File: src/rtl/ps2_frame_rx.sv
// ---------------------------------------------------------------------------
// ps2_frame_rx
//
// Deserialises one 11-bit keyboard frame (start, 8 data bits LSB first,
// parity, stop) from the synchronised serial lines. The frame is checked and
// the byte is presented with a one-cycle strobe. Everything runs on CLK. The
// serial clock is sampled, and its falling edge is detected from the samples.
//
// Parameters:
//   TIMEOUT_CYC : CLK cycles without a serial-clock fall before an open frame
//                 is abandoned
//   ODD_PARITY  : 1 = odd parity over data+parity, 0 = even
//
// Ports:
//   CLK    in   system clock, rising edge
//   RST_N  in   synchronous active-low reset
//   sSCL   in   synchronised serial clock (idle high)
//   sSDA   in   synchronised serial data  (idle high)
//   START  in   frame-active flag from the start/control circuit
//   DATA   out  last correctly received byte
//   VALID  out  one-cycle pulse, DATA just updated
//   PERR   out  one-cycle pulse, parity mismatch (frame dropped)
//   FERR   out  one-cycle pulse, framing error (stop, START lost, timeout)
//   BUSY   out  frame in progress, up to and including the result pulse
// ---------------------------------------------------------------------------
module ps2_frame_rx #(
    parameter int TIMEOUT_CYC = 5000,
    parameter int ODD_PARITY  = 1
) (
    input  logic       CLK,
    input  logic       RST_N,
    input  logic       sSCL,
    input  logic       sSDA,
    input  logic       START,
    output logic [7:0] DATA,
    output logic       VALID,
    output logic       PERR,
    output logic       FERR,
    output logic       BUSY
);

    localparam int            TW      = (TIMEOUT_CYC > 2) ? $clog2(TIMEOUT_CYC) : 1;
    localparam logic [TW-1:0] TMO_MAX = TW'(TIMEOUT_CYC - 1);
    localparam logic          PAR_ODD = (ODD_PARITY != 0);

    typedef enum logic [1:0] {
        ST_IDLE   = 2'd0,
        ST_DATA   = 2'd1,
        ST_PARITY = 2'd2,
        ST_STOP   = 2'd3
    } state_t;

    state_t        state_q, state_d;
    logic          scl_q;
    logic [3:0]    cnt_q,   cnt_d;
    logic [7:0]    shift_q, shift_d;
    logic          par_q,   par_d;
    logic [TW-1:0] tmo_q,   tmo_d;
    logic [7:0]    data_q,  data_d;
    logic          valid_q, valid_d;
    logic          perr_q,  perr_d;
    logic          ferr_q,  ferr_d;
    logic          fall;

    // One cycle per high-to-low transition of the sampled serial clock.
    assign fall = scl_q & ~sSCL;

    always_comb begin
        // NOTE: every signal gets a default before the case statement, so no
        // path leaves one unassigned and no latch is inferred.
        state_d = state_q;
        cnt_d   = cnt_q;
        shift_d = shift_q;
        par_d   = par_q;
        data_d  = data_q;
        valid_d = 1'b0;
        perr_d  = 1'b0;
        ferr_d  = 1'b0;

        // The watchdog only runs while a frame is open. Any fall restarts it.
        if (fall || state_q == ST_IDLE) begin
            tmo_d = '0;
        end else begin
            tmo_d = tmo_q + TW'(1);
        end

        unique case (state_q)
            ST_IDLE: begin
                if (fall && !sSDA) begin
                    state_d = ST_DATA;
                    cnt_d   = 4'd0;
                end
            end

            ST_DATA: begin
                if (fall) begin
                    if (!START) begin
                        state_d = ST_IDLE;
                        ferr_d  = 1'b1;
                    end else begin
                        shift_d[cnt_q[2:0]] = sSDA;
                        cnt_d               = cnt_q + 4'd1;
                        if (cnt_q == 4'd7) begin
                            state_d = ST_PARITY;
                        end
                    end
                end
            end

            ST_PARITY: begin
                if (fall) begin
                    if (!START) begin
                        state_d = ST_IDLE;
                        ferr_d  = 1'b1;
                    end else begin
                        par_d   = sSDA;
                        state_d = ST_STOP;
                    end
                end
            end

            ST_STOP: begin
                // START is deliberately not checked on the stop-bit fall.
                if (fall) begin
                    state_d = ST_IDLE;
                    if (!sSDA) begin
                        ferr_d = 1'b1;
                    end else if ((^{shift_q, par_q}) != PAR_ODD) begin
                        perr_d = 1'b1;
                    end else begin
                        data_d  = shift_q;
                        valid_d = 1'b1;
                    end
                end
            end

            default: state_d = ST_IDLE;
        endcase

        // A fall in the same cycle as expiry takes priority over the abort.
        if (state_q != ST_IDLE && !fall && tmo_q == TMO_MAX) begin
            state_d = ST_IDLE;
            ferr_d  = 1'b1;
        end
    end

    always_ff @(posedge CLK) begin
        // NOTE: sequential state uses non-blocking assignments so every flop
        // samples the pre-edge values regardless of statement order.
        if (!RST_N) begin
            state_q <= ST_IDLE;
            scl_q   <= 1'b1;
            cnt_q   <= 4'd0;
            shift_q <= 8'h00;
            par_q   <= 1'b0;
            tmo_q   <= '0;
            data_q  <= 8'h00;
            valid_q <= 1'b0;
            perr_q  <= 1'b0;
            ferr_q  <= 1'b0;
        end else begin
            state_q <= state_d;
            scl_q   <= sSCL;
            cnt_q   <= cnt_d;
            shift_q <= shift_d;
            par_q   <= par_d;
            tmo_q   <= tmo_d;
            data_q  <= data_d;
            valid_q <= valid_d;
            perr_q  <= perr_d;
            ferr_q  <= ferr_d;
        end
    end

    assign DATA  = data_q;
    assign VALID = valid_q;
    assign PERR  = perr_q;
    assign FERR  = ferr_q;
    // The result pulse lands in the cycle the state is already back in IDLE.
    // That cycle still counts as busy.
    assign BUSY  = (state_q != ST_IDLE) | valid_q | perr_q | ferr_q;

endmodule

File: config.mk
export PLATFORM = sky130hd
export DESIGN_NAME = ps2_frame_rx
export DESIGN_NICKNAME = d
export VERILOG_FILES = /design/src/rtl/ps2_frame_rx.sv
export SDC_FILE = /design/constraint.sdc
export NUM_CORES = 1
export LEC_CHECK = 0
export BUFFER_PORTS_ARGS = -buffer_cell sky130_fd_sc_hd__buf_2
export CAP_MARGIN = 20
export CORE_UTILIZATION = 57
export CTS_CLUSTER_SIZE = 10
export DETAILED_ROUTE_END_ITERATION = 12
export PLACE_DENSITY = 0.77
export REMOVE_ABC_BUFFERS = 1
export SKIP_LAST_GASP = 1
export SYNTH_ARGS = -nofsm -noshare
export SYNTH_HDL_FRONTEND = slang
export SYNTH_SLANG_ARGS = --single-unit
export TNS_END_PERCENT = 1
File: constraint.sdc
create_clock -name CLK -period 4.5 [get_ports CLK]
set_clock_uncertainty 0.2 [all_clocks]
set_input_delay 0.9 -clock CLK [delete_from_list [all_inputs] [get_ports CLK]]
set_output_delay 0.9 -clock CLK [all_outputs]
set_load 0.005 [all_outputs]
* Word level (Yosys, flattened, before mapping)
Index checks and enable logic that the tools add are counted.
** Operators by class
- Add/subtract/negate cells :: 2
- Bitwise gates (word level) :: 6
- Reductions and logical operators :: 20
- Equal/unequal tests :: 11
- Magnitude comparators :: 2
- Muxes and demuxes :: 23
** Operators with widths (number)
- $mux W2 :: 7
- $add A13 B1 Y13 const B :: 1
- $eq A13 B13 Y1 const B :: 1
- $mux W4 :: 3
- $reduce_and A4 Y1 :: 3
- $reduce_xor A9 Y1 :: 1
- $bwmux W8 :: 1
- $mux W1 :: 8
- $ne A2 B2 Y1 const B :: 4
- $pmux W2 S4 :: 1
- $pmux W4 S2 :: 1
- $reduce_and A3 Y1 :: 2
- $reduce_or A2 Y1 :: 3
- $reduce_and A5 Y1 :: 1
- $add A4 B1 Y4 const B :: 1
- $eq A2 B2 Y1 const B :: 2
- $eq A4 B3 Y1 const B :: 1
- $logic_and A1 B1 Y1 :: 4
- $lt A3 B4 Y1 const B :: 1
- $reduce_bool A2 Y1 :: 2
- $demux W1 S3 :: 1
- $ge A3 B1 Y1 const B :: 1
- $ne A3 B3 Y1 const B :: 1
- $or A1 B1 Y1 :: 3
- other kinds (8) :: 10
** Word-level totals
- Flip-flop bits (word level) :: 40
- Output and inout bits :: 12
- Logic and storage cells :: 74

* Logic depth before layout (Yosys ltp)
Gate-level depths: netlist of the first run.
- Depth in word-level cells :: 6
- Gate-level depth with buffers :: 6

* Worst setup path before layout of the first run
No wires, ideal clock.
- Kind :: input-to-reg
- From :: input sSCL
- To :: register shift_q[4]
- Data arrival time :: 1.786 ns
- Buffers on the path :: 0
- Setup slack :: 2.396 ns
- Cell stages on the path :: 5
- Library setup time :: 0.118 ns
- Path through :: nor3b_2 -> nand3b_1 -> nor3b_1 -> mux2i_1 -> nor2_1
** On the way
- Word-level cells in the longest chain between the ends :: 3
** Ends and longest elaborated chain
- start, declared :: line 32 : input logic sSCL,
- $not A1 Y1 :: line 66 : assign fall = scl_q & ~sSCL;
- $and A1 B1 Y1 :: line 66
- $reduce_and A3 Y1 (no line)
- end signal, assigned :: line 165 : shift_q <= shift_d;
- end, declared :: line 56 : logic [7:0] shift_q, shift_d;
Every way passes these cells.
A chain may end at the register's enable or synchronous reset.

* Worst setup path after layout of the first run
- From :: register state_q[1]
- To :: output BUSY
** On the way
- Word-level cells in the longest chain between the ends :: 4
** Ends and longest elaborated chain
- start, declared :: line 53 : state_t state_q, state_d;
- start signal, assigned :: line 162 : state_q <= state_d;
- $reduce_bool A2 Y1 :: line 181 : assign BUSY = (state_q != ST_IDLE) | valid_q | perr_q | ferr_q;
- $or A1 B1 Y1 (3 in a row) :: line 181
- end, declared :: line 39 : output logic BUSY
Every way passes these cells.

==> impl_metrics.tcl, run 1 <==
set metrics [dict create \
    p_clk_frac 0.363 \
    syn_area_um2 1840 \
    netlist_top_cells_count "40 x dfxtp_1, 36 x nor2_1, 30 x nand2_1" \
    grt_pass1_wl_um 5890 \
    io-pin-count 17 \
    cp_num_buf_inv 1 \
    p_comb_frac 0.050 \
    yosys_warnings 0 \
    cpPeakStageDelay_ns 0.55 \
    grt_max_degree 25 \
    synth-edff-count 0 \
    cap_violations 0 \
    synthTopCellsByArea "dfxtp_1 43%, mux2i_1 9.2%, xnor2_1 7.6%" \
    crit_chain "nor2_1, nand2_1, buf_2" \
    power_frac_seq 0.587 \
    fmax_ghz 0.442 \
    start_util 0.604 \
    cp.required_ns 3.40 \
    swShare 0.213 \
    clockBufferDepth 2 \
    drc_errors 0 \
    maxSlewHeadroom 0.731 \
    ant_nets 0 \
    ir_drop_uv 207 \
    setup_violations 0 \
    hold_ws_ns 0.264 \
    final_nets 231 \
    cts_num_sinks 40 \
    critPathLaunchType "flop" \
    avgRoutedWirePerCell_um 12.5 \
    rsz0062_at_grt "false" \
    dr.pass1.iters 5 \
    clk_latency_ns 0.33 \
    final_hold_viol_count 0 \
    core_um2 3050 \
    numCtsBuffers 5 \
    grt_pass1_vias 1345 \
    grt.overflow.total 0 \
    worstPathArrival_ns 1.16 \
    syn2layout_area_growth_pct 9.09 \
    ys_seq_area_frac 0.434 \
    drv_slew 0 \
    cp-end-kind "output pin" \
    synth_top_flop_cell "dfxtp_1" \
    drive_gt1_frac 0.120 \
    synthArstFlopShare 0 \
    antenna_found_initial 0 \
    dpl.hpwl_um 2410 \
    gr-usage-all-layers 0.225 \
    p_per_area_nw_per_um2 306 \
    rows 20 \
    path_max_fanout 10 \
    power_switching_uw 131 \
    path_clk_slew_ns 0.11 \
    vias 1430 \
    drt_iter0_markers 42 \
    die_w_um 58.9 \
    antenna_cells 0 \
    synth.most_common_cell "dfxtp_1" \
    status "finished, final reports clean" \
    cts_tree "yes" \
    p_leak_uw 0.000788 \
    die_area_um2 3470 \
    htreeDepth 2 \
    synth-seq-cells 40 \
    hold_buffers 0 \
    p_int_uw 485 \
    synth_cell_types 33 \
    yosysTopAreaCell "dfxtp_1" \
    layout_min_cycle_time_ns 2.26 \
    hold_path_class "reg -> reg" \
    crit_family "flip-flops" \
    place_congestion 0.829 \
    viasPerCell 5.32 \
    worst_path_max_delay_cell "dfxtp_1" \
    routed_wl_um 3360 \
    crit_type "reg -> out" \
    fp.dieH_um 58.9 \
    tightest_slew_ns 0.400 \
    synth_top_area_frac 0.434 \
    root_buffer "clkbuf_4" \
    post_cts_buffers 0 \
    syn_inst 209 \
    fin_crit_sh 0.503 \
    ctsResizeCount 0 \
    syn_area_per_cell_um2 8.82 \
    power_uw 616 \
    fin_tns_setup_ns 0 \
    portBuffers 16 \
]
-- stage by stage --
step | area (um2) | util | cells | setup slack [ns]
after floorplan | 1800 | - | 201 | 2.40
after global placement | 1940 | 0.634 | 261 | 2.19
after detailed placement | 1940 | 0.634 | 261 | 2.11
after CTS | 2010 | 0.659 | 269 | 2.24
after global routing | 2010 | 0.659 | 269 | 2.14
final | 2010 | 0.659 | 269 | 2.24
-- final timing paths --
check             cells after the start  slack [ns]               startpoint                   end
setup / recovery                      3        2.24  state_q[1]$_SDFFE_PP0P_                  BUSY
hold / removal                        2        0.26     DATA[0]$_SDFFE_PN0P_  DATA[0]$_SDFFE_PN0P_
setup reg to reg                      5        2.55  shift_q[0]$_SDFFE_PN0P_  DATA[3]$_SDFFE_PN0P_
hold reg to reg                       2        0.26     DATA[0]$_SDFFE_PN0P_  DATA[0]$_SDFFE_PN0P_
-- worst register-to-register path, stage by stage, from the launching register on --
cell and delay [ns]:
dfxtp_1 0.42, xnor2_1 0.10, xnor2_1 0.30, xnor3_2 0.47, nor2_8 0.21, mux2i_1 0.21
-- cell usage in the layout, fill, tap and decap left out, drive strengths merged, types with 2 or more instances in the layout --
| cell type | n |
|---|---|
| buf | 16 |
| nand4 | 7 |
| nand2 | 30 |
| and3 | 4 |
| nand3b | 3 |
| a31oi | 2 |
| nor3b | 4 |
| o21ai | 4 |
| nor2b | 3 |
| xor2 | 5 |
| clkinv | 2 |
| nand2b | 2 |
| dfxtp | 40 |
| xnor2 | 16 |
| nor3 | 3 |
| nor2 | 37 |
| clkbuf | 6 |
| nand3 | 8 |
| ha | 2 |
| and2 | 3 |
| mux2i | 17 |
| a21oi | 3 |
| nor4 | 2 |
-- power by group through the flow --
| stage | Sequential, uW | Clock (uW) | Combinational [uW] |
|---|---|---|---|
| 6_report | 362 | 224 | 30.6 |
| 4_1_cts | 362 | 230 | 30.8 |
| 2_1_floorplan | 369 | 0 | 18.1 |
| 3_3_place_gp | 370 | 0 | 29.0 |
| 5_1_grt | 363 | 246 | 34.6 |
| 3_5_place_dp | 370 | 0 | 30.0 |
-- registers in the layout, indices dropped and copies added, names as in the netlist --
register,count
FERR,1
VALID,1
scl_q,1
tmo_q,13
DATA,8
shift_q,8
state_q,2
PERR,1
cnt_q,4
par_q,1
-- layout make-up --
type	count	area (um2)
fillers	266	1040
inverters	2	7.51
clock buffers	6	41.3
flip-flops and latches	40	801
clock inverters	2	35.0
well taps	44	55.1
repair buffers	16	80.1
multi-input cells	159	992
-- cells by family (layout without fill, tap and decap cells) --
group | after synthesis | count (layout) | share of synthesized area
simple gates | 107 | 107 | 0.286
flops | 40 | 40 | 0.434
xor+xnor | 22 | 22 | 0.113
compound gates | 11 | 11 | 0.0339
fa+ha+maj | 2 | 2 | 0.0136
mux | 17 | 17 | 0.0923
buf+inv | 10 | 26 | 0.0278
-- layer usage --
| metal | wire length [um] | vias up | track usage |
|---|---|---|---|
| met5 | 0 | - | 0 |
| met4 | 37 | 0 | 0.0612 |
| met3 | 149 | 5 | 0.0593 |
| met2 | 1570 | 37 | 0.375 |
| met1 | 1610 | 657 | 0.289 |
| li1 | - | 731 | - |
(Power assumes the default switching activity.)
==> run 2, diff against run 1 <==
==> constraint.sdc (replaced) <==
create_clock -name CLK -period 2.1 [get_ports CLK]
set_clock_uncertainty 0.2 [all_clocks]
set_input_delay 0.42 -clock CLK [delete_from_list [all_inputs] [get_ports CLK]]
set_output_delay 0.42 -clock CLK [all_outputs]
set_load 0.005 [all_outputs]
==> impl_metrics.tcl, run 2 (synthesis results as in run 1) <==
set metrics [dict create \
    status "finished, final reports clean" \
    p_per_area_nw_per_um2 623 \
    hold_buffers 0 \
    worstPathArrival_ns 2.03 \
    hold_path_class "in -> reg" \
    path_max_fanout 8 \
    vias 1467 \
    viasPerCell 5.37 \
    mostFrequentLayoutCells "40 x dfxtp_1, 36 x nor2_1, 30 x nand2_1" \
    grt_pass1_vias 1295 \
    nFillCells 264 \
    core_um2 3050 \
    r2r_cells 5 \
    start_util 0.604 \
    critPathLaunchType "flop" \
    avgRoutedWirePerCell_um 12.5 \
    final_nets 235 \
    p_int_uw 957 \
    syn2layout_area_growth_pct 10.2 \
    p_comb_frac 0.059 \
    ctsResizeCount 0 \
    power_frac_seq 0.610 \
    fin_tns_setup_ns 0 \
    clk_latency_ns 0.35 \
    cp.required_ns 2.18 \
    cts_tree "yes" \
    crit_type "reg -> reg" \
    path_clk_slew_ns 0.12 \
    largest-register "tmo_q" \
    antenna_found_initial 0 \
    dr.pass1.iters 4 \
    gr-usage-all-layers 0.224 \
    fin_crit_sh 0.932 \
    cts_num_sinks 40 \
    die_area_um2 3470 \
    p_clk_frac 0.331 \
    layout_min_cycle_time_ns 1.96 \
    drive_gt1_frac 0.140 \
    cp-end-kind "flop" \
    root_buffer "clkbuf_4" \
    drt_iter0_markers 55 \
    die_w_um 58.9 \
    drc_errors 0 \
    io-pin-count 17 \
    maxSlewHeadroom 0.737 \
    fmax_ghz 0.511 \
    setup_violations 0 \
    routed_wl_um 3430 \
    place_congestion 0.855 \
    ant_nets 0 \
    grt_max_degree 18 \
    final_hold_viol_count 0 \
    grt.overflow.total 0 \
    largest_register_ffs 13 \
    dpl.hpwl_um 2510 \
    ir_drop_uv 365 \
    fp.dieH_um 58.9 \
    mostFrequentLayoutCell "dfxtp_1" \
    rsz0062_at_grt "false" \
    rows 20 \
    tightest_slew_ns 0.393 \
    htreeDepth 2 \
    power_switching_uw 309 \
    p_leak_uw 0.000797 \
    grt_pass1_wl_um 5830 \
    swShare 0.244 \
    antenna_cells 0 \
    portBuffers 16 \
    clockBufferDepth 2 \
    numCtsBuffers 5 \
    final_core_util 0.666 \
    place_area_um2 1970 \
    hold_depth 2 \
    final_cell_area_um2 2030 \
    post_cts_buffers 0 \
    drv_slew 0 \
    cap_violations 0 \
]
## run 2: worst max-delay path, cell delays in order (launching register included)
cell and delay, ns:
dfxtp_1 0.36, xnor2_1 0.14, xnor2_1 0.31, xnor3_2 0.47, nor2_8 0.19, mux2i_1 0.21
## run 2: power by group through the flow
stage               clock network [uW]  logic (uW)  registers, uW
floorplan                            0        38.9            790
global placement                     0        71.8            789
detailed placement                   0        73.8            790
CTS                                432        74.3            772
global route                       463        83.3            774
finish                             419        74.7            772
## run 2: area by class of cell
| type | instances | area [um2] | area share |
|---|---|---|---|
| clock buffer | 6 | 51.3 | 0.0252 |
| clock inverter | 2 | 15.0 | 0.00739 |
| inverter | 2 | 7.51 | 0.00369 |
| multi-input combinational | 159 | 992 | 0.488 |
| sequential | 40 | 801 | 0.394 |
| tap | 44 | 55.1 | 0.0271 |
| timing repair buffer | 20 | 110 | 0.0542 |
## run 2: path summary, 6_finish.rpt
kind	from	end	slack, ns
worst max-delay path	shift_q[0]$_SDFFE_PN0P_	DATA[3]$_SDFFE_PN0P_	0.14
worst min register to register	DATA[4]$_SDFFE_PN0P_	DATA[4]$_SDFFE_PN0P_	0.27
worst max register to register	shift_q[0]$_SDFFE_PN0P_	DATA[3]$_SDFFE_PN0P_	0.14
worst min-delay path	sSCL	scl_q$_SDFF_PN1_	0.11
## run 2: per-layer routing
metal,GRT usage,up-vias,wire (um)
met5,0,-,0
met4,0.109,0,55
met3,0.0484,5,147
met2,0.341,32,1520
met1,0.302,689,1700
li1,-,741,-
## run 2: metrics by stage
| step | power, uW | hold WS (ns) | setup slack [ns] | std cells |
|---|---|---|---|---|
| 6_report | 1270 | 0.109 | 0.143 | 273 |
| 5_1_grt | 1320 | 0.119 | 0.0503 | 273 |
| 4_1_cts | 1280 | 0.0995 | 0.154 | 273 |
| 3_5_place_dp | 863 | 0.250 | 0.206 | 265 |
| 3_3_place_gp | 861 | 0.240 | 0.229 | 265 |
| 2_1_floorplan | 829 | 0.230 | 0.345 | 201 |
==> run 3, diff against run 2 <==
--- a/config.mk
+++ b/config.mk
@@ -7,10 +7,13 @@
 export LEC_CHECK = 0
 export BUFFER_PORTS_ARGS = -buffer_cell sky130_fd_sc_hd__buf_2
 export CAP_MARGIN = 20
-export CORE_UTILIZATION = 57
+export CELL_PAD_IN_SITES_DETAIL_PLACEMENT = 0
+export CELL_PAD_IN_SITES_GLOBAL_PLACEMENT = 1
+export CORE_UTILIZATION = 44
 export CTS_CLUSTER_SIZE = 10
 export DETAILED_ROUTE_END_ITERATION = 12
-export PLACE_DENSITY = 0.77
+export PLACE_DENSITY_LB_ADDON = 0.1
+export RECOVER_POWER = 25
 export REMOVE_ABC_BUFFERS = 1
 export SKIP_LAST_GASP = 1
 export SYNTH_ARGS = -nofsm -noshare
==> impl_metrics.tcl, run 3 (synthesis results as in run 1) <==
set metrics [dict create \
    critPathLaunchType "flop" \
    cp_common_cell "xnor2_1" \
    grt.overflow.total 0 \
    p_clk_frac 0.355 \
    die_area_um2 4450 \
    p_int_uw 1020 \
    power_switching_uw 291 \
    p_comb_frac 0.056 \
    clockBufferDepth 2 \
    layout_min_cycle_time_ns 1.91 \
    fmax_ghz 0.524 \
    grt_pass1_vias 1264 \
    fin_crit_sh 0.910 \
    swShare 0.222 \
    ir_drop_uv 399 \
    avgRoutedWirePerCell_um 12.6 \
    gr-usage-all-layers 0.184 \
    core_um2 4000 \
    rows 23 \
    power_frac_seq 0.590 \
    io-pin-count 17 \
    cp-end-kind "flop" \
    final_nets 235 \
    drc_errors 0 \
    cts_num_sinks 40 \
    dpl.hpwl_um 2540 \
    rsz0062_at_grt "false" \
    tightest_slew_ns 0.425 \
    start_util 0.461 \
    root_buffer "clkbuf_8" \
    power_uw 1310 \
    drv_slew 0 \
    grt_max_degree 18 \
    ctsResizeCount 0 \
    cpPeakStageDelay_ns 0.46 \
    fin_tns_setup_ns 0 \
    portBuffers 16 \
    dr.pass1.iters 4 \
    p_per_area_nw_per_um2 641 \
    numCtsBuffers 5 \
    antenna_cells 0 \
    crit_chain "xnor2_1, xnor2_1, xnor3_2, nor2_8, mux2i_1" \
    p_leak_uw 0.000787 \
    crit_type "reg -> reg" \
    cap_violations 0 \
    worstPathArrival_ns 1.92 \
    syn2layout_area_growth_pct 10.7 \
    path_clk_slew_ns 0.07 \
    largest_register_ffs 13 \
    cp.required_ns 2.11 \
    post_cts_buffers 0 \
    place_congestion 0.768 \
    die_w_um 66.7 \
    seqCellArea_um2 801 \
    path_max_fanout 8 \
    nFillCells 399 \
    clk_latency_ns 0.28 \
    grt_pass1_wl_um 6090 \
    final_hold_viol_count 0 \
    antenna_found_initial 0 \
    mostFrequentLayoutCell "dfxtp_1" \
    drt_iter0_markers 134 \
    setup_violations 0 \
    vias 1414 \
    ant_nets 0 \
    viasPerCell 5.09 \
    multi_input_area_um2 992 \
    mostFrequentLayoutCells "40 x dfxtp_1, 36 x nor2_1, 30 x nand2_1" \
    maxSlewHeadroom 0.717 \
    hold_path_class "in -> reg" \
    cts_tree "yes" \
    drive_gt1_frac 0.110 \
    status "finished, final reports clean" \
    worst_path_max_delay_cell "xnor3_2" \
    htreeDepth 2 \
    hold_buffers 0 \
    largest-register "tmo_q" \
    routed_wl_um 3500 \
    fp.dieH_um 66.7 \
]
[run 3: cell count changes in the layout (fill, tap and decap cells not counted)]
cell | before | now
clkinvlp_4 | 2 | 0
clkbuf_4 | 5 | 0
clkbuf_8 | 1 | 5
clkbuf_1 | 0 | 6
buf_2 | 16 | 12
clkinv_2 | 0 | 1
buf_4 | 4 | 3
[run 3: worst max-delay path, delay by kind of cell (launching register included)]
kind                      cells  cell delay [ns]
muxes                         1             0.21
and+or+nand+nor               1             0.19
DFF                           1             0.35
xor gates and xnor gates      3             0.90
[run 3: area by class of cell]
| cell class | count | area share |
|---|---|---|
| clock buffer | 6 | 0.0355 |
| sequential | 40 | 0.392 |
| inverter | 2 | 0.00368 |
| tap | 50 | 0.0306 |
| timing repair buffer | 20 | 0.0496 |
| multi-input combinational | 159 | 0.486 |
| clock inverter | 1 | 0.00245 |
[run 3: metal layers]
metal  share of wire  vias up  track usage  wire length (um)
met4          0.0074        0       0.0559                26
met1            0.53      649        0.270              1870
met5               0        -            0                 0
met3           0.045        2       0.0565               156
li1                -      734            -                 -
met2            0.41       29        0.250              1450
[run 3: worst paths after layout]
path	startpoint	end	slack, ns	cells after the start
worst max-delay path	shift_q[0]$_SDFFE_PN0P_	DATA[6]$_SDFFE_PN0P_	0.19	5
worst min-delay path	sSCL	scl_q$_SDFF_PN1_	0.17	2
worst max register to register	shift_q[0]$_SDFFE_PN0P_	DATA[6]$_SDFFE_PN0P_	0.19	5
worst min register to register	DATA[3]$_SDFFE_PN0P_	DATA[3]$_SDFFE_PN0P_	0.26	2
[run 3: power by group through the flow]
stage | clock network (uW) | logic (uW) | registers, uW
floorplan | 0 | 38.9 | 790
global placement | 0 | 73.9 | 789
detailed placement | 0 | 74.8 | 790
CTS | 491 | 75.1 | 772
global route | 530 | 82.3 | 773
finish | 464 | 73.0 | 772
[run 3: through the flow]
step / hold slack [ns] / cells / instance area, um2 / setup slack, ns / utilization
6_report: 0.171 / 278 / 2040 / 0.190 / 0.510
5_1_grt: 0.168 / 278 / 2040 / 0.0509 / 0.510
4_1_cts: 0.162 / 278 / 2050 / 0.176 / 0.513
3_5_place_dp: 0.244 / 271 / 1970 / 0.190 / 0.493
3_3_place_gp: 0.241 / 271 / 1970 / 0.240 / 0.493
2_1_floorplan: 0.230 / 201 / 1800 / 0.345 / -
